$ cat src/rtl/machine_irq_arbiter.sv
// Machine-mode interrupt arbiter: MIP image, MIE gating, fixed priority, one-at-a-time service.
// Optional MACHINE_IRQ_EXT_SYNC_EN adds a 2-flop synchronizer on ext_irq.
module machine_irq_arbiter #(
    parameter int XLEN     = 32,
    parameter bit EXT_EDGE = 1'b1
) (
    input  logic            clk,
    input  logic            reset_n,
    input  logic            sync_reset,
    input  logic            timer_triggered,
    input  logic            ext_irq,
    input  logic            sw_irq_set,
    input  logic            sw_irq_clr,
    input  logic [XLEN-1:0] mie,
    input  logic            mstatus_mie,
    output logic            irq_req,
    output logic [XLEN-1:0] irq_cause,
    input  logic            irq_ack,
    input  logic            mret,
    output logic [XLEN-1:0] mip_read_data
);

    typedef enum logic [1:0] {
        S_IDLE,
        S_REQ,
        S_IN_SVC,
        S_HOLDOFF
    } state_t;

    state_t          r_state;
    state_t          w_state_nxt;
    logic            w_load;
    logic            w_ext;
    logic            r_ext_d;
    logic            w_ext_rise;
    logic            r_mtip;
    logic            r_msip;
    logic            r_meip;
    logic            w_ack;
    logic            w_meip_clr;
    logic [3:0]      w_code;
    logic [XLEN-1:0] w_en;
    logic [XLEN-1:0] w_cause;
    logic [XLEN-1:0] r_cause;

`ifdef MACHINE_IRQ_EXT_SYNC_EN
    logic r_ext_s1;
    logic r_ext_s2;

    always_ff @(posedge clk or negedge reset_n) begin
        if (!reset_n) begin
            r_ext_s1 <= 1'b0;
            r_ext_s2 <= 1'b0;
        end else if (sync_reset) begin
            r_ext_s1 <= 1'b0;
            r_ext_s2 <= 1'b0;
        end else begin
            r_ext_s1 <= ext_irq;
            r_ext_s2 <= r_ext_s1;
        end
    end

    assign w_ext = r_ext_s2;
`else
    assign w_ext = ext_irq;
`endif

    assign w_ext_rise = w_ext & ~r_ext_d;
    assign w_ack      = irq_ack && (r_state == S_REQ);
    assign w_meip_clr = w_ack && (r_cause[3:0] == 4'd11);

    always_ff @(posedge clk or negedge reset_n) begin
        if (!reset_n) begin
            r_ext_d <= 1'b0;
            r_mtip  <= 1'b0;
            r_msip  <= 1'b0;
            r_meip  <= 1'b0;
        end else if (sync_reset) begin
            r_ext_d <= 1'b0;
            r_mtip  <= 1'b0;
            r_msip  <= 1'b0;
            r_meip  <= 1'b0;
        end else begin
            r_ext_d <= w_ext;
            r_mtip  <= timer_triggered;
            if (sw_irq_clr)
                r_msip <= 1'b0;
            else if (sw_irq_set)
                r_msip <= 1'b1;
            // A fresh edge outranks the ack that retires the previous one
            if (EXT_EDGE) begin
                if (w_ext_rise)
                    r_meip <= 1'b1;
                else if (w_meip_clr)
                    r_meip <= 1'b0;
            end else begin
                r_meip <= w_ext;
            end
        end
    end

    always_comb begin
        mip_read_data     = '0;
        mip_read_data[3]  = r_msip;
        mip_read_data[7]  = r_mtip;
        mip_read_data[11] = r_meip;
    end

    assign w_en = mip_read_data & mie;

    always_comb begin
        w_code = 4'd0;
        if (w_en[11])
            w_code = 4'd11;
        else if (w_en[3])
            w_code = 4'd3;
        else if (w_en[7])
            w_code = 4'd7;
    end

    always_comb begin
        w_cause           = '0;
        w_cause[XLEN-1]   = 1'b1;
        w_cause[3:0]      = w_code;
    end

    always_comb begin
        w_state_nxt = r_state;
        w_load      = 1'b0;
        unique case (r_state)
            S_IDLE: begin
                if (mstatus_mie && (|w_en)) begin
                    w_state_nxt = S_REQ;
                    w_load      = 1'b1;
                end
            end
            S_REQ: begin
                if (irq_ack)
                    w_state_nxt = S_IN_SVC;
            end
            S_IN_SVC: begin
                if (mret)
                    w_state_nxt = S_HOLDOFF;
            end
            S_HOLDOFF: begin
                w_state_nxt = S_IDLE;
            end
            default: begin
                w_state_nxt = S_IDLE;
            end
        endcase
    end

    always_ff @(posedge clk or negedge reset_n) begin
        if (!reset_n) begin
            r_state <= S_IDLE;
            r_cause <= '0;
        end else if (sync_reset) begin
            r_state <= S_IDLE;
            r_cause <= '0;
        end else begin
            r_state <= w_state_nxt;
            if (w_load)
                r_cause <= w_cause;
        end
    end

    assign irq_req   = (r_state == S_REQ);
    assign irq_cause = r_cause;

endmodule

$ cat config.mk
export PLATFORM = sky130hd
export DESIGN_NAME = machine_irq_arbiter
export DESIGN_NICKNAME = d
export VERILOG_FILES = /design/src/rtl/machine_irq_arbiter.sv
export SDC_FILE = /design/constraint.sdc
export NUM_CORES = 1
export LEC_CHECK = 0
export BUFFER_PORTS_ARGS = -buffer_cell sky130_fd_sc_hd__buf_2
export CAP_MARGIN = 20
export CELL_PAD_IN_SITES_DETAIL_PLACEMENT = 2
export CELL_PAD_IN_SITES_GLOBAL_PLACEMENT = 2
export CORE_UTILIZATION = 17
export DETAILED_ROUTE_END_ITERATION = 12
export PLACE_DENSITY_LB_ADDON = 0.05
export SYNTH_ARGS = -nofsm -noshare
export SYNTH_HDL_FRONTEND = slang
export SYNTH_SLANG_ARGS = --single-unit
$ cat constraint.sdc
create_clock -name clk -period 2.7 [get_ports clk]
set_input_delay 0.675 -clock clk [delete_from_list [all_inputs] [get_ports clk]]
set_output_delay 0.675 -clock clk [all_outputs]
set_load 0.03 [all_outputs]
==> results.md <==
* RSZ-0062 raised after global routing: false
* CTS tree: done
* Diodes inserted at 0
* Leakage at 0.0005127 uW
* Max cap viols at 0
* Sequential fraction of the synthesis area at 26.18%
* Residual DRC count at 0
* Final worst-path cycle share at 67.31%
* Num ports at 107
* All-layer global routing usage at 6.510%
* Core area at 5270 um^2
* Synth Instances at 109
* Layout cells sized above 1 at 20.47%
* Combinational power share at 46.1%
* Sw Pwr at 283.8 uW
* Yosys warnings at 0
* Clk_skew at 0.002248 ns
* Commonest non-fill, non-tap cell in the layout: conb_1
* Global-route wire length before repair at 2953 um
* TritonCTS sink count at 10
* Starting Density at 18.14%
* Setup TNS at 0 ns
* Worst-Skew Late Latency at 0.23 ns
* Drt wl/cell at 9.497 um
* Post-CTS Setup Bufs at 0
* #FFs+latches synth at 10
* Clk Tree Root Cell: clkbuf_8
* Total number of vias at 588
* Worst setup EP type: flip-flop
* Max-slew headroom at 63.30%
* CP Data Arrival Time at 1.93 ns
* Die area at 5927 um^2
* Worst hold path class: in2async
* Port-buffer cells at 21
* Initial detailed-routing violation count at 11
* Standard-cell rows at 26
* Final WL at 1871 um
* Setup violators final at 0
* Post-route antenna net violation count at 0
* Fin crit period at 1.817 ns
* Fin. Hold Viols at 0
* GP Congestion at 0.6498
* CP Launch Type: flip-flop
* Clock power share at 24.3%
* Status: finished clean
* H-tree levels at 1
* Pwr per Cell Area at 661.7 nW/um^2
* Most frequent cells in the layout: conb_1 (56), buf_2 (21), dfrtp_1 (10)
* FMAX at 0.5503 GHz
* Hpwl dp at 1645 um
* # hold bufs at CTS at 0
* Mapped Area at 955.9 um^2
* Fin. max-slew vios at 0
* Total CTS buffers at 3
* CTS clock-pin slew for the worst setup and hold paths at 0.05 ns
* Worst VDD drop at 114.6 uV
* Area of the multi-input gates at 442.9 um^2
* FF/Latch Area at 250.2 um^2
* Number of nets in the layout at 174
* Initial antenna violation count at 0
* Int Pwr at 339.6 uW
* Largest net degree at the start of global routing at 13
* Pre-CTS WS at 0.6998 ns
* Grt total ovfl at 0
* Sw Ratio at 45.52%
* Syn Area/Cell at 8.770 um^2
* DR vias/cell at 2.985
* Yosys cell types at 24
* Worst Path Required at 2.81 ns
* WS Path Type: reg2reg
* Die width at 76.99 um
* Critical path peak fanout at 5
* Post_cts resized at 0
* Chip height at 76.99 um
* Worst Tran Pin Value at 0.5504 ns
* Syn-to-layout area delta at -1.440%
* Vias in the first global route at 566
* Clk buf depth at 2
* Post-route setup slack at 0.8827 ns
* TritonRoute pass-1 iters at 4
* Fillers at 646
* Sequential share of power at 29.6%
cells in the mapped netlist:
| cell | number | area share (%) |
|---|---|---|
| dfrtp_1 | 10 | 26 |
| buf_4 | 60 | 47 |
| nand2_1 | 1 | 0.39 |
| nor2_1 | 4 | 1.6 |
| nand2b_1 | 3 | 2.0 |
| mux2i_1 | 1 | 1.0 |
| nand4_1 | 1 | 0.65 |
| inv_1 | 4 | 1.6 |
| a222oi_1 | 1 | 1.0 |
| a22oi_1 | 1 | 0.79 |
| and2b_4 | 1 | 1.0 |
| ha_1 | 3 | 3.9 |
| or2_1 | 1 | 0.65 |
| clkbuf_1 | 1 | 0.39 |
| a2111oi_2 | 1 | 1.6 |
| o31ai_1 | 1 | 0.79 |
| nor3_1 | 2 | 1.0 |
| conb_1 | 1 | 0.39 |
| a41oi_1 | 1 | 0.92 |
| nor2b_1 | 4 | 2.6 |
| nand3_1 | 1 | 0.52 |
| mux2_1 | 1 | 1.2 |
| o21ai_0 | 1 | 0.52 |
| a21oi_1 | 4 | 2.1 |
logic make-up after synthesis:
kind of cell | count (synthesis) | synth area share [%]
AOI/OAI and AO/OA | 10 | 7.722
adders and majority gates | 3 | 3.927
buffers and inverters | 65 | 49.08
DFF | 10 | 26.18
muxes | 2 | 2.225
other | 1 | 0.3923
and+or+nand+nor | 18 | 10.47
critical path, cell delays in order (launching register included):
cell and delay (ns):
dfrtp_1 0.37, inv_1 0.08, ha_1 0.27, and2b_4 0.19, a2111oi_2 0.43, mux2_1 0.36
metrics by stage:
| stage | cell area, um^2 | total power [uW] | hold WS, ns | std cells | utilization [%] |
|---|---|---|---|---|---|
| 2_1_floorplan | 1162 | 490.6 | 0.3794 | 164 | - |
| 3_3_place_gp | 900.9 | 479.3 | 0.4912 | 194 | 17.09 |
| 3_5_place_dp | 900.9 | 478.9 | 0.5116 | 194 | 17.09 |
| 4_1_cts | 942.2 | 638.4 | 0.3084 | 197 | 17.88 |
| 5_1_grt | 942.2 | 668.1 | 0.3130 | 197 | 17.88 |
| 6_report | 942.2 | 623.4 | 0.3064 | 197 | 17.88 |
final timing paths:
check                      cells past startpoint             to        from  slack [ns]
min reg2reg                                    2         r_meip     r_ext_d        0.51
max reg2reg                                    5     r_state[0]  r_state[0]        0.88
min                                            1  irq_cause[31]     reset_n        0.31
max                                            5     r_state[0]  r_state[0]        0.88
min in group clk                               2         r_meip     r_ext_d        0.51
max in group asynchronous                      1         r_msip     reset_n        2.19
state kept, by name, indices dropped and copies added, names as in the netlist:
| register | cells |
|---|---|
| r_meip | 1 |
| r_mtip | 1 |
| irq_cause | 4 |
| r_msip | 1 |
| r_ext_d | 1 |
| r_state | 2 |
per-layer routing:
metal / wire (um) / up-vias / global-route usage [%]
met5: 0 / - / 0
met4: 27 / 0 / 3.962
met3: 212 / 2 / 1.905
met2: 918 / 48 / 10.63
met1: 713 / 266 / 7.461
li1: - / 272 / -
power groups by stage:
stage	Sequential, uW	Clock [uW]	Combinational, uW
after floorplan	195	0	296
after global placement	188	0	292
after detailed placement	188	0	291
after CTS	186	161	291
after global routing	188	168	312
final	185	151	287
area by class of cell:
class / count / area share (%)
Timing Repair Buffer: 21 / 11.16
Inverter: 4 / 1.594
Clock buffer: 3 / 4.382
Sequential cell: 10 / 26.56
Tap cell: 70 / 9.296
Multi-Input combinational cell: 89 / 47.01
No activity file was read; power rests on OpenSTA's default activity.
